$ cat src/rtl/pulse_stretcher.sv
// pulse_stretcher: replays each rising edge of pulse_in as a stretched output pulse.
// Each event drives led_out high for HIGH_TICKS tick_en periods, then low for GAP_TICKS
// periods. Events that arrive while a pulse is showing are queued in a saturating counter.
//
// Ports:
//   clk       in   system clock, all state on the rising edge
//   rst_n     in   asynchronous active-low reset
//   pulse_in  in   event input, synchronous to clk; one event per 0->1 transition
//   tick_en   in   one-clk-wide slow enable, timing base for the high and gap phases
//   led_out   out  stretched pulse output, registered
//   busy      out  high while showing a pulse or its trailing gap, registered
//   pending   out  queued events not yet started
//   overflow  out  sticky flag: an event was dropped because pending was saturated
module pulse_stretcher #(
  parameter int unsigned HIGH_TICKS = 4,
  parameter int unsigned GAP_TICKS  = 2,
  parameter int unsigned CNT_W      = 4
) (
  input  logic             clk,
  input  logic             rst_n,
  input  logic             pulse_in,
  input  logic             tick_en,
  output logic             led_out,
  output logic             busy,
  output logic [CNT_W-1:0] pending,
  output logic             overflow
);

  localparam int unsigned MaxTicks  = (HIGH_TICKS > GAP_TICKS) ? HIGH_TICKS : GAP_TICKS;
  localparam int unsigned TickRange = (MaxTicks < 2) ? 2 : MaxTicks;
  localparam int unsigned TW        = $clog2(TickRange);

  localparam logic [TW-1:0]    HighLast = TW'(HIGH_TICKS - 1);
  // Never compared when GAP_TICKS is zero; the guard only keeps the constant in range.
  localparam logic [TW-1:0]    GapLast  = TW'((GAP_TICKS == 0) ? 0 : GAP_TICKS - 1);
  localparam logic [CNT_W-1:0] PendMax  = {CNT_W{1'b1}};

  typedef enum logic [1:0] {
    StIdle,
    StHigh,
    StGap
  } state_e;

  state_e           state_q;
  logic [TW-1:0]    tick_q;
  logic             led_q;
  logic             busy_q;
  logic             pulse_q;
  logic [CNT_W-1:0] pending_q, pending_d;
  logic             overflow_q, overflow_d;
  logic             req;
  logic             start;

  // History resets to 0, so a level already high at reset release counts as one event.
  assign req   = pulse_in & ~pulse_q;
  assign start = (state_q == StIdle) && (pending_q != '0);

  always_ff @(posedge clk or negedge rst_n) begin
    if (!rst_n) begin
      pulse_q <= 1'b0;
    end else begin
      pulse_q <= pulse_in;
    end
  end

  // Pending queue: an event arriving on the same edge a pulse starts cancels the decrement.
  always_comb begin
    pending_d  = pending_q;
    overflow_d = overflow_q;
    if (req && !start) begin
      if (pending_q == PendMax) begin
        overflow_d = 1'b1;
      end else begin
        pending_d = pending_q + CNT_W'(1);
      end
    end else if (!req && start) begin
      pending_d = pending_q - CNT_W'(1);
    end
  end

  always_ff @(posedge clk or negedge rst_n) begin
    if (!rst_n) begin
      pending_q  <= '0;
      overflow_q <= 1'b0;
    end else begin
      pending_q  <= pending_d;
      overflow_q <= overflow_d;
    end
  end

  // Sequencer with registered led/busy outputs; tick_en is ignored while idle.
  always_ff @(posedge clk or negedge rst_n) begin
    if (!rst_n) begin
      state_q <= StIdle;
      tick_q  <= '0;
      led_q   <= 1'b0;
      busy_q  <= 1'b0;
    end else begin
      case (state_q)
        StIdle: begin
          if (start) begin
            state_q <= StHigh;
            tick_q  <= '0;
            led_q   <= 1'b1;
            busy_q  <= 1'b1;
          end
        end
        StHigh: begin
          if (tick_en) begin
            if (tick_q == HighLast) begin
              tick_q <= '0;
              led_q  <= 1'b0;
              if (GAP_TICKS == 0) begin
                state_q <= StIdle;
                busy_q  <= 1'b0;
              end else begin
                state_q <= StGap;
              end
            end else begin
              tick_q <= tick_q + TW'(1);
            end
          end
        end
        StGap: begin
          if (tick_en) begin
            if (tick_q == GapLast) begin
              state_q <= StIdle;
              tick_q  <= '0;
              busy_q  <= 1'b0;
            end else begin
              tick_q <= tick_q + TW'(1);
            end
          end
        end
        default: begin
          state_q <= StIdle;
          tick_q  <= '0;
          led_q   <= 1'b0;
          busy_q  <= 1'b0;
        end
      endcase
    end
  end

  assign led_out  = led_q;
  assign busy     = busy_q;
  assign pending  = pending_q;
  assign overflow = overflow_q;

endmodule
$ cat config.mk
export PLATFORM = sky130hd
export DESIGN_NAME = pulse_stretcher
export DESIGN_NICKNAME = d
export VERILOG_FILES = /design/src/rtl/pulse_stretcher.sv
export SDC_FILE = /design/constraint.sdc
export NUM_CORES = 1
export LEC_CHECK = 0
export CORE_MARGIN = 3
export CORE_UTILIZATION = 23
export DETAILED_ROUTE_END_ITERATION = 16
export DONT_BUFFER_PORTS = 1
export GPL_ROUTABILITY_DRIVEN = 0
export PLACE_DENSITY_LB_ADDON = 0.12
export SLEW_MARGIN = 15
export SYNTH_ARGS = -nofsm -noshare
export SYNTH_HDL_FRONTEND = slang
export SYNTH_SLANG_ARGS = --single-unit
$ cat constraint.sdc
create_clock -name clk -period 2.8 [get_ports clk]
set_input_delay 0.28 -clock clk [delete_from_list [all_inputs] [get_ports clk]]
set_output_delay 0.28 -clock clk [all_outputs]
set_load 0.01 [all_outputs]
==> run summary <==
The routed wire length is around 1500 um. Across the VDD grid, the largest voltage drop is 0.000461 V. The maximum fanout along the worst path came out at 6.

Setup repair after global routing left no endpoint under its margin. The finished layout cell area is about 830 um2. The die covers 3910 um2.

The first global-routing pass estimated 2550 um of wire. The max-slew violation total from the final report came to 0. The initial antenna violation count came out at 0. Summed over all nets, the half-perimeter wirelength after detailed placement is 1160 um.

Summing every instance area after synthesis gives 734 um2. The end of the worst register-to-register path is pending[3]$_DFFE_PN0P_. The post-synthesis sequential area ratio came out at 40.9%. The number of DRC violations after detailed-routing iteration 0 came out at 15.

The clock-pin slew on the worst setup and hold paths is 0.08 ns. The accumulated negative setup slack came out at 0 ns. The initial utilization of the core area, before any placement, comes to 25.3%. The count of pins on the block boundary came out at 11. The depth of the worst register-to-register path is 7. The run finished with clean final reports. The number of cell rows came out at 19. The critical path is of the register to register type. The final critical-path share of the clock period is 79.4%.

Global routing finished with a remaining overflow of 0. The final-report hold violation count came out at 0. The time the final worst path needs with I/O delays and setup came out at 2.22 ns. The analysis attributes to cell leakage a power of 0.000362 uW. The number of sinks on the clock net came out at 12. After detailed routing, the number of vias per cell comes to about 4.4. The number of antenna diodes is 0. The number of warnings reported in the yosys synthesis log came out at 0. The post-detailed-route wirelength per cell is between 10 and 15 um. The global routing stage identified its most utilized layer as met1. No sink is reached through more buffers than the 2 on the longest clock path. The height of the chip is ~63 um.

The beginning of the worst hold path is pulse_in. The met3 track demand over resource in global routing came out at 4.14%. The number of maximum-capacitance violations came out at 0.

The worst setup path is launched from a register. In this run the power density over the cells is between 1000 and 1500 nW/um2. CTS placed an instance of sky130_fd_sc_hd__clkbuf_4 at the clock tree root. The number of iterations in the first detailed-routing pass is 4.

Entering global routing, the biggest net connects 13 pins. In this run the worst hold path is classified as input pin to register. For the pin with the worst max-slew slack, the measured transition is 0.569 ns.

The cell area after placement is 802 um2. On the final layout, the worst clock skew is around 0.0094 ns. The area of the placeable core came out at 2900 um2. The synthesized net count came out at 80. The number of clock buffers added by TritonCTS is 3.

The destination of the worst hold path is pulse_q$_DFF_PN0_. In the global route stage, met2 resource usage came out at 11.5%. Across all layers, the routed design uses between 500 and 600 vias. The hold-critical path depth came out at 0. Global routing consumed, over all layers together, 8.42% of the routing resources.

In this run the number of H-tree levels came out at 1. The synthesized design contains 12 register bits. The cell count after synthesis came out at 66. The number of gates resized after CTS came out at 0. The highest clock rate came out at 0.450 GHz. The number of input and output port buffers inserted is 0.

The count of nets after finishing is 88. Counting distinct cell types in the post-synthesis netlist gives 27. The die span in x is around 63 um. For the worst setup path, the data required time is 3.00 ns. The number of setup violations in the final report came out at 0. The reg-to-reg critical path startpoint is pending[2]$_DFFE_PN0P_.

The headroom to the max-slew limit came out at 62.0%. STA puts the critical path data arrival time at 2.42 ns. The met1 global-route usage is 11.6%. The TritonCTS clock tree is yes. A synthesized cell averages 11.1 um2. The layout-stage area growth over the synthesis result came out at 13.6%. The clock latency at the later pin of the worst-skew pair is between 0.2 and 0.3 ns. The ratio of cells with drive above 1 in the final layout came out at 13.9%. The via count of the first global-routing pass came to 482.

For flop-to-flop paths, the worst setup slack is about 0.58 ns. The detail route stage leaves a number of antenna-violating nets equal to 0. The worst setup path is captured at a register. The residual DRC count is 0.
-- synthesized netlist by cell type --
| cell | count | share of area, % |
|---|---|---|
| sky130_fd_sc_hd__o21bai_1 | 1 | 1.0 |
| sky130_fd_sc_hd__nor2b_1 | 1 | 0.85 |
| sky130_fd_sc_hd__nor2_1 | 2 | 1.0 |
| sky130_fd_sc_hd__a21o_2 | 1 | 1.2 |
| sky130_fd_sc_hd__o22ai_1 | 1 | 0.85 |
| sky130_fd_sc_hd__inv_1 | 6 | 3.1 |
| sky130_fd_sc_hd__or2_2 | 1 | 0.85 |
| sky130_fd_sc_hd__o21ai_0 | 1 | 0.68 |
| sky130_fd_sc_hd__nand2_2 | 1 | 0.85 |
| sky130_fd_sc_hd__o32a_1 | 2 | 2.7 |
| sky130_fd_sc_hd__nor3_1 | 2 | 1.4 |
| sky130_fd_sc_hd__mux2i_1 | 3 | 4.1 |
| sky130_fd_sc_hd__xor2_1 | 3 | 3.6 |
| sky130_fd_sc_hd__o22a_1 | 1 | 1.2 |
| sky130_fd_sc_hd__o21ai_1 | 1 | 0.68 |
| sky130_fd_sc_hd__o41ai_2 | 1 | 2.2 |
| sky130_fd_sc_hd__a21boi_0 | 2 | 2.0 |
| sky130_fd_sc_hd__nand2_1 | 4 | 2.0 |
| sky130_fd_sc_hd__nand4_1 | 1 | 0.85 |
| sky130_fd_sc_hd__nor4_2 | 1 | 1.7 |
| sky130_fd_sc_hd__or2_1 | 1 | 0.85 |
| sky130_fd_sc_hd__dfrtp_1 | 12 | 41 |
| sky130_fd_sc_hd__fa_1 | 1 | 2.7 |
| sky130_fd_sc_hd__ha_1 | 9 | 15 |
| sky130_fd_sc_hd__a21oi_1 | 2 | 1.4 |
| sky130_fd_sc_hd__mux2_1 | 3 | 4.6 |
| sky130_fd_sc_hd__nand3_1 | 2 | 1.4 |
-- worst max-delay path by stage --
stage | from | endpoint | slack, ns | cells past startpoint
2_1_floorplan | pending[0]$_DFFE_PN0P_ | pending[3]$_DFFE_PN0P_ | 0.68 | 7
3_3_place_gp | state_q[0]$_DFFE_PN0P_ | pending[3]$_DFFE_PN0P_ | 0.65 | 9
3_5_place_dp | state_q[1]$_DFFE_PN0P_ | pending[3]$_DFFE_PN0P_ | 0.61 | 9
4_1_cts | pending[2]$_DFFE_PN0P_ | pending[3]$_DFFE_PN0P_ | 0.58 | 7
5_1_grt | state_q[1]$_DFFE_PN0P_ | pending[3]$_DFFE_PN0P_ | 0.39 | 9
6_report | pending[2]$_DFFE_PN0P_ | pending[3]$_DFFE_PN0P_ | 0.58 | 7
-- final cells by class --
type                            count  area (um2)
Clock buffer                        3        22.5
Fill cell                         322        2070
Inverter                            6        22.5
Multi-Input combinational cell     48         412
Sequential cell                    12         300
Tap cell                           42        52.6
Timing Repair Buffer                3        25.0
-- what timing repair did --
action | in CTS | in global routing
setup buffers | 0 | 0
hold buffers | 1 | 0
endpoints found under the hold margin | 12 | 0
-- routing by layer --
layer	up-vias	part of all wire [%]	routed length, um
li1	247	-	-
met1	242	51	769
met2	12	43	638
met3	2	5.3	80
met4	0	0.47	7
met5	-	0	0
-- cells by family after synthesis --
kind of cell	count (synthesis)	synth area share [%]
fa+ha+maj	10	18.1
simple gates	16	11.8
mux	6	8.69
flops	12	40.9
buf+inv	6	3.07
compound gates	13	14.0
xor+xnor	3	3.58
-- per-stage QoR --
stage	hold slack [ns]	setup WS, ns	instances	total power, uW	util [%]
finish	0.0355	0.577	114	988	28.8
global route	0.00707	0.389	114	1100	28.8
CTS	0.0192	0.584	114	1010	28.8
detailed placement	-0.0151	0.613	110	887	27.7
global placement	-0.0152	0.653	110	897	27.7
floorplan	-0.0156	0.677	66	752	-
-- worst max-delay path, cell delays in order (launching register included) --
cell,delay [ns]
sky130_fd_sc_hd__dfrtp_1,0.49
sky130_fd_sc_hd__o41ai_2,0.41
sky130_fd_sc_hd__nand2_1,0.20
sky130_fd_sc_hd__ha_1,0.31
sky130_fd_sc_hd__a21o_2,0.19
sky130_fd_sc_hd__a21oi_1,0.17
sky130_fd_sc_hd__mux2i_1,0.23
sky130_fd_sc_hd__xor2_1,0.15
-- state kept, by name, indices dropped and copies added (netlist names) --
register	flops
tick_q	2
pulse_q	1
pending	4
led_out	1
state_q	2
overflow	1
busy	1
-- power breakdown --
group          total [uW]  internal (uW)  switching [uW]
logic                 528            252             276
clock network         108           49.8            57.9
registers             352            255            97.2
-- cell usage in the layout (no fill, tap or decap), types with 2 or more instances in the layout --
cell | netlist | layout
sky130_fd_sc_hd__nor3_1 | 2 | 2
sky130_fd_sc_hd__mux2_1 | 3 | 3
sky130_fd_sc_hd__clkbuf_4 | 0 | 3
sky130_fd_sc_hd__xor2_1 | 3 | 3
sky130_fd_sc_hd__buf_4 | 0 | 2
sky130_fd_sc_hd__dfrtp_1 | 12 | 12
sky130_fd_sc_hd__o32a_1 | 2 | 2
sky130_fd_sc_hd__a21oi_1 | 2 | 2
sky130_fd_sc_hd__nand3_1 | 2 | 2
sky130_fd_sc_hd__nor2_1 | 2 | 2
sky130_fd_sc_hd__inv_1 | 6 | 6
sky130_fd_sc_hd__ha_1 | 9 | 9
sky130_fd_sc_hd__mux2i_1 | 3 | 3
sky130_fd_sc_hd__nand2_1 | 4 | 4
sky130_fd_sc_hd__a21boi_0 | 2 | 2
No activity file was read; power rests on OpenSTA's default activity.
